--- src/rtl/loop_sequencer_pkg.sv ---
`default_nettype none
// ============================================================================
//  Module      : loop_sequencer_pkg
//  Description : Shared definitions for the loop-nest sequencer.
//                - seq_state_t : controller states (IDLE, RUN, FIN)
//                - vec_width() : packed index/max vector width helper
//  Revision    : 1.0 - initial release
// ============================================================================
package loop_sequencer_pkg;

  typedef enum logic [1:0] {
    IDLE = 2'd0,
    RUN  = 2'd1,
    FIN  = 2'd2
  } seq_state_t;

  localparam int c_DEF_BIT_WIDTH  = 2;
  localparam int c_DEF_NUM_LEVELS = 3;

  // Width of a packed per-level vector (inst_max, step_idx).
  function automatic int vec_width(input int bit_width, input int num_levels);
    return bit_width * num_levels;
  endfunction

  localparam int c_DEF_VEC_W = c_DEF_BIT_WIDTH * c_DEF_NUM_LEVELS;

endpackage
`default_nettype wire

--- src/rtl/loop_level_ctr.sv ---
`default_nettype none
// ============================================================================
//  Module      : loop_level_ctr
//  Description : One level of the loop nest: a wrap counter with an
//                inclusive maximum.
//  Ports       : clk       - clock, rising edge
//                rst       - asynchronous active-high reset
//                clear     - force counter to 0 (priority over inc)
//                inc       - advance counter (wraps to 0 when at max)
//                max_count - inclusive max for this level
//                out       - current index
//                at_max    - out == max_count
//  Revision    : 1.0 - initial release
// ============================================================================
module loop_level_ctr #(
  parameter int BIT_WIDTH = 2
) (
  input  logic                 clk,
  input  logic                 rst,
  input  logic                 clear,
  input  logic                 inc,
  input  logic [BIT_WIDTH-1:0] max_count,
  output logic [BIT_WIDTH-1:0] out,
  output logic                 at_max
);

  logic [BIT_WIDTH-1:0] r_out;

  // The wrap is driven by the compare, so a max of 2^BIT_WIDTH-1 and any
  // smaller max behave identically rather than relying on overflow.
  always_ff @(posedge clk or posedge rst) begin
    if (rst) begin
      r_out <= '0;
    end else if (clear) begin
      r_out <= '0;
    end else if (inc) begin
      r_out <= at_max ? '0 : r_out + BIT_WIDTH'(1);
    end
  end

  assign out    = r_out;
  assign at_max = (r_out == max_count);

endmodule
`default_nettype wire

--- src/rtl/loop_sequencer.sv ---
`default_nettype none
// ============================================================================
//  Module      : loop_sequencer
//  Description : Accepts one loop-nest instruction (inclusive max count per
//                level), walks the nest innermost-first emitting one step per
//                iteration, then pulses done and returns to idle.
//  Ports       : clk        - clock, rising edge
//                rst        - asynchronous active-high reset
//                inst_valid - instruction offered
//                inst_ready - sequencer can accept an instruction
//                inst_max   - per-level inclusive max, level k at [k*BW +: BW]
//                step_valid - step_idx/step_last valid
//                step_ready - downstream consumes the step
//                step_idx   - current per-level index, same packing
//                step_last  - current step is the final iteration
//                busy       - instruction in progress
//                done       - one-cycle pulse after the last step is consumed
//  Revision    : 1.0 - initial release
// ============================================================================
module loop_sequencer
  import loop_sequencer_pkg::*;
#(
  parameter int BIT_WIDTH  = 2,
  parameter int NUM_LEVELS = 3
) (
  input  logic                                          clk,
  input  logic                                          rst,
  input  logic                                          inst_valid,
  output logic                                          inst_ready,
  input  logic [vec_width(BIT_WIDTH, NUM_LEVELS)-1:0]   inst_max,
  output logic                                          step_valid,
  input  logic                                          step_ready,
  output logic [vec_width(BIT_WIDTH, NUM_LEVELS)-1:0]   step_idx,
  output logic                                          step_last,
  output logic                                          busy,
  output logic                                          done
);

  localparam int c_VEC_W = vec_width(BIT_WIDTH, NUM_LEVELS);

  seq_state_t              r_state;
  seq_state_t              w_next_state;
  logic [c_VEC_W-1:0]      r_max;
  logic [NUM_LEVELS-1:0]   w_inc;
  logic [NUM_LEVELS-1:0]   w_at_max;
  logic                    w_accept;
  logic                    w_fire;
  logic                    w_last;

  assign w_accept = (r_state == IDLE) && inst_valid;
  assign w_fire   = (r_state == RUN) && step_ready;
  // Final iteration: every level sits at its latched max.
  assign w_last   = (r_state == RUN) && (&w_at_max);

  // Latched max is only loaded on accept, so input changes during RUN/FIN
  // cannot disturb the walk.
  always_ff @(posedge clk or posedge rst) begin
    if (rst) begin
      r_max <= '0;
    end else if (w_accept) begin
      r_max <= inst_max;
    end
  end

  always_ff @(posedge clk or posedge rst) begin
    if (rst) begin
      r_state <= IDLE;
    end else begin
      r_state <= w_next_state;
    end
  end

  always_comb begin
    w_next_state = r_state;
    inst_ready   = 1'b0;
    step_valid   = 1'b0;
    step_last    = 1'b0;
    busy         = 1'b1;
    done         = 1'b0;
    case (r_state)
      IDLE: begin
        inst_ready = 1'b1;
        busy       = 1'b0;
        if (inst_valid) begin
          w_next_state = RUN;
        end
      end
      RUN: begin
        step_valid = 1'b1;
        step_last  = w_last;
        if (w_fire && w_last) begin
          w_next_state = FIN;
        end
      end
      FIN: begin
        done         = 1'b1;
        w_next_state = IDLE;
      end
      default: begin
        w_next_state = IDLE;
      end
    endcase
  end

  // Ripple carry: level 0 advances on every non-final fire; a higher level
  // advances only when every level below it is wrapping.
  assign w_inc[0] = w_fire && !w_last;

  genvar k;
  generate
    for (k = 1; k < NUM_LEVELS; k++) begin : g_carry
      assign w_inc[k] = w_inc[k-1] && w_at_max[k-1];
    end

    for (k = 0; k < NUM_LEVELS; k++) begin : g_level
      loop_level_ctr #(
        .BIT_WIDTH (BIT_WIDTH)
      ) u_ctr (
        .clk       (clk),
        .rst       (rst),
        .clear     (w_accept),
        .inc       (w_inc[k]),
        .max_count (r_max[k*BIT_WIDTH +: BIT_WIDTH]),
        .out       (step_idx[k*BIT_WIDTH +: BIT_WIDTH]),
        .at_max    (w_at_max[k])
      );
    end
  endgenerate

endmodule
`default_nettype wire

--- config.mk ---
export PLATFORM = sky130hd
export DESIGN_NAME = loop_sequencer
export DESIGN_NICKNAME = d
export VERILOG_FILES = /design/src/rtl/loop_sequencer_pkg.sv /design/src/rtl/loop_level_ctr.sv /design/src/rtl/loop_sequencer.sv
export SDC_FILE = /design/constraint.sdc
export NUM_CORES = 1
export LEC_CHECK = 0
export ABC_AREA = 1
export BUFFER_PORTS_ARGS = -buffer_cell sky130_fd_sc_hd__clkbuf_2
export CORE_MARGIN = 2
export CORE_UTILIZATION = 50
export CTS_BUF_LIST = sky130_fd_sc_hd__clkbuf_16
export DETAILED_ROUTE_END_ITERATION = 10
export PLACE_DENSITY = 0.76
export SYNTH_ARGS = -nofsm -noshare
export SYNTH_HDL_FRONTEND = slang
export SYNTH_SLANG_ARGS = --single-unit
--- constraint.sdc ---
create_clock -name clk -period 1.85 [get_ports clk]
set_clock_uncertainty 0.15 [all_clocks]
set_input_delay 0.37 -clock clk [delete_from_list [all_inputs] [get_ports clk]]
set_output_delay 0.37 -clock clk [all_outputs]
set_load 0.005 [all_outputs]
==> Word level (Yosys, flattened, before mapping) <==
Cells that the tools add are included.
{ "op_classes": {"addsub": 3, "n_eq_ne": 7, "muxes": 17, "reduce_logical": 14} }
{ "ops": {"columns": ["op", "n"], "rows": [
  ["$mux W2", 11],
  ["$logic_and A1 B1 Y1", 7],
  ["$add A2 B1 Y2 const B", 3],
  ["$eq A2 B2 Y1", 3],
  ["$reduce_bool A2 Y1", 3],
  ["$mux W1", 5],
  ["$pmux W2 S2", 1],
  ["$reduce_and A3 Y1", 1],
  ["$eq A2 B1 Y1 const B", 1],
  ["$eq A2 B2 Y1 const B", 1],
  ["$logic_not A2 Y1", 1],
  ["$ne A2 B1 Y1 const B", 1],
  ["$ne A2 B2 Y1 const B", 1],
  ["$reduce_and A2 Y1", 1],
  ["$logic_not A1 Y1", 1]
]} }
{ "totals": {"register_bits": 14, "in_bits": 10, "out_inout_bits": 11} }

==> Logic depth before layout (Yosys ltp) <==
{ "logic_depth": {"ltp_word": 9, "ltp_mapped": 10} }

==> Cells and area by module <==
From an unflattened synthesis, not the netlist that was laid out.
{ "unflattened": {"cells_unflattened": 117, "area_unflattened_um2": 802.0} }
{ "modules_own_cells": {"columns": ["mod", "instances", "cells_per_inst", "area_per_inst_um2", "seq_area_each_um2"], "rows": [
  ["loop_level_ctr", 3, 23, 140.1, 50.0],
  ["loop_sequencer", 1, 48, 381.6, 200.2]
]} }

==> Worst setup path after synthesis <==
No wires, ideal clock.
{ "synth_path": {"kind": "reg2out", "start": "register g_level[0].u_ctr.r_out[0]", "end": "output step_last", "arrival_time_ps": 940, "required_ps": 1330, "path_slack_ps": 390, "path_stages_with_launch": 8, "path_cell_list": "dfrtp_1 inv_1 nand2_1 nand2_1 nand2_2 nor2_4 nand2_4 inv_1"} }
{ "synth_via": {"elab_chain_len": 4} }
{ "synth_rtl": {"columns": ["element", "line", "rtl"], "rows": [
  ["from (decl)", "loop_level_ctr.sv:27", "logic [BIT_WIDTH-1:0] r_out;"],
  ["from (signal assigned)", "loop_level_ctr.sv:37", "r_out <= at_max ? '0 : r_out + BIT_WIDTH'(1);"],
  ["$eq A2 B2 Y1", "loop_level_ctr.sv:42", "assign at_max = (r_out == max_count);"],
  ["$reduce_and A3 Y1", "loop_sequencer.sv:53", "assign w_last = (r_state == RUN) && (&w_at_max);"],
  ["$logic_and A1 B1 Y1", "loop_sequencer.sv:53", null],
  ["$mux W1", "loop_sequencer.sv:80", "case (r_state)"],
  ["to (decl)", "loop_sequencer.sv:34", "output logic step_last,"]
]} }
Every way passes these cells.

==> Worst setup path after layout <==
{ "layout_path": {"start": "register g_level[1].u_ctr.r_out[0]", "end": "output step_last"} }
{ "layout_via": {"elab_chain_len": 4} }
{ "layout_rtl": {"columns": ["element", "line"], "rows": [
  ["from (decl)", "loop_level_ctr.sv:27"],
  ["from (signal assigned)", "loop_level_ctr.sv:37"],
  ["$eq A2 B2 Y1", "loop_level_ctr.sv:42"],
  ["$reduce_and A3 Y1", "loop_sequencer.sv:53"],
  ["$logic_and A1 B1 Y1", "loop_sequencer.sv:53"],
  ["$mux W1", "loop_sequencer.sv:80"]
]} }
Every way passes these cells.

==> flow_summary.yaml <==
sta:
  setup_viol: 0
  tightest_slew_ps: 522
  max_clock_freq_ghz: 0.567
  whs_ps: -6.56
  hold_viol: 14
  relSlewSlack: 0.652
  slew_viol_final: 0
  finalCritPeriodShare: 0.954
  period_minus_slack_ps: 1760
job:
  maxCapViolCount: 0
logic_synthesis:
  yosys_warnings: 0
  syn_area_per_cell_um2: 7.26
  mappedNetlistArea_um2: 813
  ys_types: 19
  synth_top_area_frac: 0.431
  postSynthCellCount: 112
  synth.net_count: 122
  ys_ff_latch: 14
  ys_top_cells_by_area: "dfrtp_1 (43%), nand2_1 (17%), inv_1 (9.2%), nand2_2 (5.4%), xnor2_1 (3.2%)"
  synth.largest_area_cell: "dfrtp_1"
  synth-seq-area-share: 0.431
critical_path:
  worstSetupEndpointType: "output pin"
  critPathLaunchType: "flop"
  path_max_fanout: 4
  crit_type: "flop to output pin"
  arrival_ps: 1240
  cp_data_required_time_ps: 1330
  r2r_slack_ps: 300
cts:
  cts.sinks: 14
  cts_buffers: 3
  cts.clk_slew.worst_paths_ps: 40
  htreeDepth: 1
  worstSkewPairLatency_ps: 240
  root_buffer: "clkbuf_16"
  cts_hold_buf: 0
  clock_path_buffers: 2
  cts_tree: "yes"
route:
  via_per_inst: 4.96
  num_vias: 794
  wirelength_um: 1780
  ant_nets: 0
  drc_errors: 0
  drt-wirelength-per-cell_um: 11.1
  dr.pass1.iters: 4
  drt-initial-drc-count: 14
outcome:
  violations: "hold timing"
  status: "complete, but fails checks"
grt:
  overflow: 0
  grt_use_total: 0.186
  first_global_vias: 636
  antenna_found_initial: 0
  grt_max_degree: 17
  grt_pass1_wl_um: 2630
pwr:
  power_density_mw_per_mm2: 1720
  ir_drop_v: 0.000962
  p_leak_nw: 0.631
floorplanning:
  rows: 14
  fp.coreArea_mm2: 0.00152
  die_width_um: 44.3
  boundaryPins: 21
  die_area_mm2: 0.00197
  fp.dieH_um: 44.3
  initial_utilization: 0.534
cells_and_area:
  fillerInstances: 110
  design_area_mm2: 0.00108
  areaGrowthSynthToFinish_pct: 32.9
  fin_nets: 156
  drive_above_1_share: 0.354
  diodes: 0
placement:
  io_buffers: 20
  placed_area_um2: 922
  place_congestion: 0.839
  place_hpwl_um: 1110
worst_hold_path:
  hold_path_class: "input port to asynchronous set/reset pin"
[logic make-up after synthesis]
family                    synth area share
and+or+nand+nor                      0.355
xor gates and xnor gates            0.0323
buffers and inverters                0.120
DFF                                  0.431
AOI/OAI and AO/OA                   0.0615
[final timing paths]
check,start,to,cells after the start
max,g_level[1].u_ctr.out[0],step_last,8
min,rst,r_max[0],2
max reg2reg,g_level[1].u_ctr.out[0],g_level[0].u_ctr.out[1],11
min reg2reg,r_max[2],r_max[2],2
max in group asynchronous,rst,g_level[1].u_ctr.out[1],2
min in group clk,inst_max[4],r_max[4],3
[metrics by stage]
stage | TNS, ps | std cells | util | setup WS (ps) | total power [mW]
global route | -20.2 | 160 | 0.709 | -20.2 | 2.01
global placement | 0 | 147 | 0.605 | 252 | 1.28
detailed placement | 0 | 147 | 0.605 | 240 | 1.31
CTS | 0 | 151 | 0.659 | 12.6 | 1.73
floorplan | 0 | 112 | - | 390 | 1.12
finish | 0 | 160 | 0.709 | 85.3 | 1.85
[state kept, by name, indices dropped and copies added (netlist names)]
| name | flops |
|---|---|
| r_max | 6 |
| g_level.u_ctr.out | 6 |
| r_state | 2 |
[worst max-delay path: stages (launching register included)]
cell	delay [ps]
dfrtp_2	420
inv_1	60
nand2_1	40
nand2_1	60
nand2_2	70
nor2_4	140
nand2_4	60
inv_1	50
clkbuf_2	100
[power by group]
part	internal (mW)	switching, mW
sequential	0.438	0.0906
combinational	0.396	0.532
clock	0.282	0.116
[metal layers]
metal | global-route usage | part of all wire
met1 | 0.220 | 0.43
met5 | 0 | 0
met2 | 0.312 | 0.49
met3 | 0.0367 | 0.051
met4 | 0.109 | 0.033
[cell usage after synthesis]
library cell / number
o21ai_0: 5
nand2_1: 36
nor2_1: 4
buf_6: 1
inv_2: 3
o21ai_1: 4
xnor2_1: 3
nor3_1: 3
nand2_2: 7
nand3_1: 5
nand3_2: 1
nor2_2: 1
nand2_4: 1
nand4_1: 1
nor3_2: 1
nor2_4: 1
inv_1: 20
a21oi_1: 1
dfrtp_1: 14
[layout make-up]
type                            count  area, um^2  area share
Multi-Input combinational cell     74         370       0.343
Sequential cell                    14         354       0.328
Clock buffer                        3        75.1      0.0694
Timing Repair Buffer               30         175       0.162
Inverter                           23        86.3      0.0799
Tap cell                           16        20.0      0.0185
[what timing repair did]
| action | CTS | global route |
|---|---|---|
| gates resized for setup | 0 | 4 |
| cloned | 0 | 0 |
| setup buffers | 1 | 9 |
| setup endpoints to repair | 1 | 1 |
| pin swaps | 0 | 2 |
[cell usage in the layout, fill, tap and decap left out, drive strengths merged]
| cell | instances |
|---|---|
| dfrtp | 14 |
| clkbuf | 23 |
| o21ai | 9 |
| buf | 10 |
| nand3 | 6 |
| nand2 | 44 |
| inv | 23 |
| xnor2 | 3 |
| nand4 | 1 |
| nor2 | 6 |
| nor3 | 4 |
| a21oi | 1 |
(Power assumes the default switching activity.)
